$ cat config.mk
export PLATFORM = sky130hd
export DESIGN_NAME = chacha_keystream_serializer
export DESIGN_NICKNAME = d
export VERILOG_FILES = /design/src/rtl/chacha_pkg.sv /design/src/rtl/chacha_feedforward_add.sv /design/src/rtl/chacha_keystream_serializer.sv
export SDC_FILE = /design/constraint.sdc
export NUM_CORES = 2
export LEC_CHECK = 0
export ABC_AREA = 0
export BUFFER_PORTS_ARGS = -buffer_cell sky130_fd_sc_hd__buf_2
export CAP_MARGIN = 20
export CORE_ASPECT_RATIO = 0.5
export CORE_MARGIN = 2
export CORE_UTILIZATION = 53
export DETAILED_ROUTE_END_ITERATION = 12
export PLACE_DENSITY = 0.86
export REMOVE_ABC_BUFFERS = 1
export SKIP_CTS_REPAIR_TIMING = 1
export SYNTH_ARGS = -nofsm -noshare
export SYNTH_HDL_FRONTEND = slang
export SYNTH_SLANG_ARGS = --single-unit
$ cat constraint.sdc
create_clock -name clk -period 3.8 [get_ports clk]
set_input_delay 0.19 -clock clk [delete_from_list [all_inputs] [get_ports clk]]
set_output_delay 0.19 -clock clk [all_outputs]
set_load 0.02 [all_outputs]
$ cat src/rtl/chacha_pkg.sv
// Shared ChaCha20 types, constants and the keystream serializer state encoding.
package chacha_pkg;

  typedef logic [31:0] word_t;
  typedef word_t [3:0][3:0] matrix_t;

  localparam word_t CHACHA_CONST0 = 32'h6170_7865;
  localparam word_t CHACHA_CONST1 = 32'h3320_646e;
  localparam word_t CHACHA_CONST2 = 32'h7962_2d32;
  localparam word_t CHACHA_CONST3 = 32'h6b20_6574;

  typedef enum logic [1:0] {
    KS_IDLE,
    KS_CAPTURE,
    KS_ADD,
    KS_STREAM
  } ks_state_t;

endpackage

$ cat src/rtl/chacha_feedforward_add.sv
// ChaCha20 feed-forward: 16 parallel mod-2^32 adders, output flattened row-major.
module chacha_feedforward_add
  import chacha_pkg::*;
(
  input  matrix_t      init_i,
  input  matrix_t      round_i,
  output word_t [15:0] sum_o
);

  always_comb begin
    sum_o = '0;
    for (int unsigned r = 0; r < 4; r++) begin
      for (int unsigned c = 0; c < 4; c++) begin
        sum_o[4*r+c] = init_i[r][c] + round_i[r][c];
      end
    end
  end

endmodule

$ cat src/rtl/chacha_keystream_serializer.sv
// Feed-forward adds a finished ChaCha20 block and streams its 16 keystream
// words over valid/ready, counting emitted blocks and flagging overruns.
module chacha_keystream_serializer
  import chacha_pkg::*;
#(
  parameter int unsigned WORD_W = 32,
  parameter int unsigned CNT_W  = 16
) (
  input  logic              clk,
  input  logic              rst_n,
  input  matrix_t           init_state,
  input  matrix_t           round_state,
  input  logic              block_ready,
  output logic [WORD_W-1:0] ks_word,
  output logic              ks_valid,
  input  logic              ks_ready,
  output logic              ks_last,
  output logic              busy,
  output logic              block_overrun,
  output logic [CNT_W-1:0]  blocks_emitted
);

  ks_state_t        state_q, state_d;
  logic [3:0]       idx_q, idx_d;
  logic [CNT_W-1:0] cnt_q, cnt_d;
  logic             ovr_q, ovr_d;
  logic             cap_en, buf_en;
  matrix_t          init_q, round_q;
  word_t [15:0]     buf_q;
  word_t [15:0]     sum_w;

  chacha_feedforward_add u_ffadd (
    .init_i  (init_q),
    .round_i (round_q),
    .sum_o   (sum_w)
  );

  always_comb begin
    state_d = state_q;
    idx_d   = idx_q;
    cnt_d   = cnt_q;
    ovr_d   = ovr_q;
    cap_en  = 1'b0;
    buf_en  = 1'b0;
    unique case (state_q)
      KS_IDLE: begin
        if (block_ready) begin
          cap_en  = 1'b1;
          state_d = KS_CAPTURE;
        end
      end
      KS_CAPTURE: state_d = KS_ADD;
      KS_ADD: begin
        buf_en  = 1'b1;
        idx_d   = '0;
        state_d = KS_STREAM;
      end
      KS_STREAM: begin
        if (ks_ready) begin
          idx_d = idx_q + 4'd1;
          if (idx_q == 4'd15) begin
            cnt_d   = cnt_q + CNT_W'(1);
            state_d = KS_IDLE;
          end
        end
      end
      default: state_d = KS_IDLE;
    endcase
    // Any pulse outside IDLE is dropped, including one on the final handshake.
    if (block_ready && (state_q != KS_IDLE)) begin
      ovr_d = 1'b1;
    end
  end

  always_ff @(posedge clk or negedge rst_n) begin
    if (!rst_n) begin
      state_q <= KS_IDLE;
      idx_q   <= '0;
      cnt_q   <= '0;
      ovr_q   <= 1'b0;
    end else begin
      state_q <= state_d;
      idx_q   <= idx_d;
      cnt_q   <= cnt_d;
      ovr_q   <= ovr_d;
    end
  end

  always_ff @(posedge clk or negedge rst_n) begin
    if (!rst_n) begin
      init_q  <= '0;
      round_q <= '0;
      buf_q   <= '0;
    end else begin
      if (cap_en) begin
        init_q  <= init_state;
        round_q <= round_state;
      end
      if (buf_en) begin
        buf_q <= sum_w;
      end
    end
  end

  assign ks_valid       = (state_q == KS_STREAM);
  assign ks_word        = ks_valid ? buf_q[idx_q] : '0;
  assign ks_last        = ks_valid && (idx_q == 4'd15);
  assign busy           = (state_q != KS_IDLE);
  assign block_overrun  = ovr_q;
  assign blocks_emitted = cnt_q;

endmodule
==> results.yml <==
routing:
  wire_per_inst_um: 28.5
  via_per_inst: 6.39
  route.detailed.drc: 0
  dr.pass1.iters: 9
  dr_total_vias: 75300
  ant_nets: 0
  drtIter0Drc: 7272
  wirelength_um: 335000
floorplan:
  dieHeight_um: 291
  design.core.area_sq_mm: 0.164
  fp.dieW_um: 578
  initial_core_util_pct: 53.2
  core.rowCount: 105
  boundaryPins: 1080
  die_area_sq_mm: 0.168
grt:
  grt_pass1_wl_um: 411000
  track_usage_pct: 32.6
  grt_max_degree: 125
  grt_pass1_vias: 66900
  antenna_found_initial: 147
  gr-total-overflow: 0
sta:
  timing.hold.ws_ns: -0.00672
  finalClockSkew_ns: 0.0675
  setup-tns-final_ns: -0.719
  finalSetupViolCount: 4
  hold_viol: 5
  drv_slew: 0
  worst_slack_ns: -0.227
  min_period_over_period_pct: 106
  slew_headroom_pct: 9.38
  max_freq_mhz: 248
  worstMarginPinSlew_ns: 1.36
  min_period_ns: 4.03
clocking:
  numClockSinks: 1559
  clk-insertion-delay-late_ns: 0.83
  clkTransAtPathRegs_ns: 0.07
  root_buffer: "clkbuf_16"
  cts_tree: "built"
  htreeDepth: 4
  cts.path.max_buffers: 4
  numCtsBuffers: 153
yosys:
  syn_area_sq_mm: 0.0872
  ys.flop_type: "dfrtp_1"
  ys_ff_latch: 1559
  yosysWarnings: 0
  synthCells: 7370
  synth_area_leaders: "dfrtp_1, mux2_2, ha_1, mux4_2, a21oi_1"
  synth_cell_types: 94
  ys_seq_area_share_pct: 44.8
  synth-async-reset-ratio_pct: 100
  synth_edf_count: 0
  syn_area_per_cell_sq_um: 11.8
  synthDominantCellAreaShare_pct: 44.8
  synth_top_area_cell: "dfrtp_1"
worst_setup_path:
  r2r_slack_ns: -0.23
  timing.rr.start: "init_q[99]$_DFFE_PN0P_"
  path_cells: "ha_1 -> o211ai_1 -> o211ai_1 -> a41oi_1 -> o21ai_0 -> o21ai_0 -> o211ai_1 -> a41oi_1 -> xnor2_1 -> mux2_2"
  crit_type: "flip-flop to flip-flop"
  reg2reg_depth: 10
  end_kind: "flip-flop"
  crit_fanout: 5
  max_stage_delay_ns: 0.59
  cp_common_cell: "o211ai_1"
  r2r-end: "buf_q[125]$_DFFE_PN0P_"
  cpLargestDelayFamily: "compound AO/OA/AOI/OAI gates"
  arrival_ns: 4.70
  cp-start-kind: "flip-flop"
  required_ns: 4.47
  cp_num_buf_inv: 0
  slowest_stage: "o211ai_1"
placement:
  pre_cts_slack_ns: 0.224
  hpwl_um: 218000
  port-buffer-count: 1079
  routabilityCongestion: 0.978
run_status:
  status: "complete, but fails checks"
  violations: "negative hold slack, negative setup slack"
final_layout:
  syn_to_final_growth_pct: 27.2
  regArea_sq_mm: 0.0390
  layout-drive-gt1-share_pct: 32.1
  nets: 10900
  mostFrequentLayoutCells: "dfrtp_1, mux2_2, buf_2, dlygate4sd3_1, a21oi_1"
  fillers: 11300
  multiInputGateArea_sq_mm: 0.0464
  final_common_cell: "dfrtp_1"
power_and_ir_drop:
  power_density_mw_per_mm2: 1120
  ir_drop_mv: 0.685
  p_leak_nw: 49.7
flow_run:
  maxCapViolCount: 0
hold_path:
  hold_class: "input pin to asynchronous set/reset pin"
[worst max-delay path by stage]
stage / from / endpoint / depth (start not counted)
2_1_floorplan: state_q[0]$_DFFE_PN0P_ / init_q[0]$_DFFE_PN0P_ / 4
3_3_place_gp: init_q[96]$_DFFE_PN0P_ / buf_q[126]$_DFFE_PN0P_ / 11
3_5_place_dp: init_q[96]$_DFFE_PN0P_ / buf_q[126]$_DFFE_PN0P_ / 11
4_1_cts: idx_q[0]$_DFFE_PN0P_ / ks_word[9] / 5
5_1_grt: init_q[99]$_DFFE_PN0P_ / buf_q[125]$_DFFE_PN0P_ / 10
6_report: init_q[99]$_DFFE_PN0P_ / buf_q[125]$_DFFE_PN0P_ / 10
[logic make-up after synthesis]
family / after synthesis / share of synthesized area (%)
AOI/OAI and AO/OA: 1637 / 12.3
DFF: 1559 / 44.8
muxes: 1572 / 22.4
adders and majority gates: 517 / 7.56
buffers and inverters: 463 / 1.99
xor gates and xnor gates: 452 / 4.54
and+or+nand+nor: 1170 / 6.51
[flip-flops by register name (all words and copies together) (netlist names)]
signal	count
buf_q	512
init_q	512
round_q	512
blocks_emitted	16
idx_q	4
state_q	2
block_overrun	1
[through the flow]
stage / power (mW) / instance area (sq um) / instances / util [%]
6_report: 124 / 111000 / 11800 / 67.7
5_1_grt: 130 / 111000 / 11700 / 67.7
4_1_cts: 118 / 100000 / 10600 / 61.3
3_5_place_dp: 101 / 95300 / 10400 / 58.2
3_3_place_gp: 99.7 / 95300 / 10400 / 58.2
2_1_floorplan: 58.8 / 85900 / 7025 / -
[power breakdown]
part | total (mW) | internal [mW] | switching (mW)
Combinational | 75.4 | 33.6 | 41.9
Clock | 16.3 | 8.99 | 7.29
Sequential | 32.4 | 25.4 | 7.01
[cell usage after synthesis (all sizes together) (18+ instances only)]
cell type  count
o211ai        46
a21o         255
clkbuf       313
xnor2        297
ha           501
mux2        1401
nand4         66
xor2         155
nor2b         52
and2          55
buf           32
dfrtp       1559
and3          45
a41oi         18
nand3        120
o31ai         49
mux4         160
or3           25
o21ai        275
nand2        327
a21oi        527
a211oi        53
nor2         282
o31a          18
a31oi         60
nand2b        43
o21bai        70
inv          117
o21a          70
nor3          73
[layer usage]
metal / GRT usage, % / up-vias / routed length, um
met5: 0 / - / 371
met3: 5.85 / 2128 / 28900
li1: - / 31400 / -
met2: 54.1 / 4987 / 155000
met4: 20.7 / 58 / 33500
met1: 39.5 / 36700 / 117000
[cell type report]
cell class / count / share of cell area [%]
Inverter: 118 / 0.404
Timing Repair Buffer: 2203 / 15.3
Clock buffer: 206 / 3.99
Clock inverter: 51 / 0.549
Tap cell: 2193 / 2.47
Sequential cell: 1559 / 35.2
Multi-Input combinational cell: 5348 / 41.9
Antenna cell: 112 / 0.253
(Power assumes the default switching activity.)
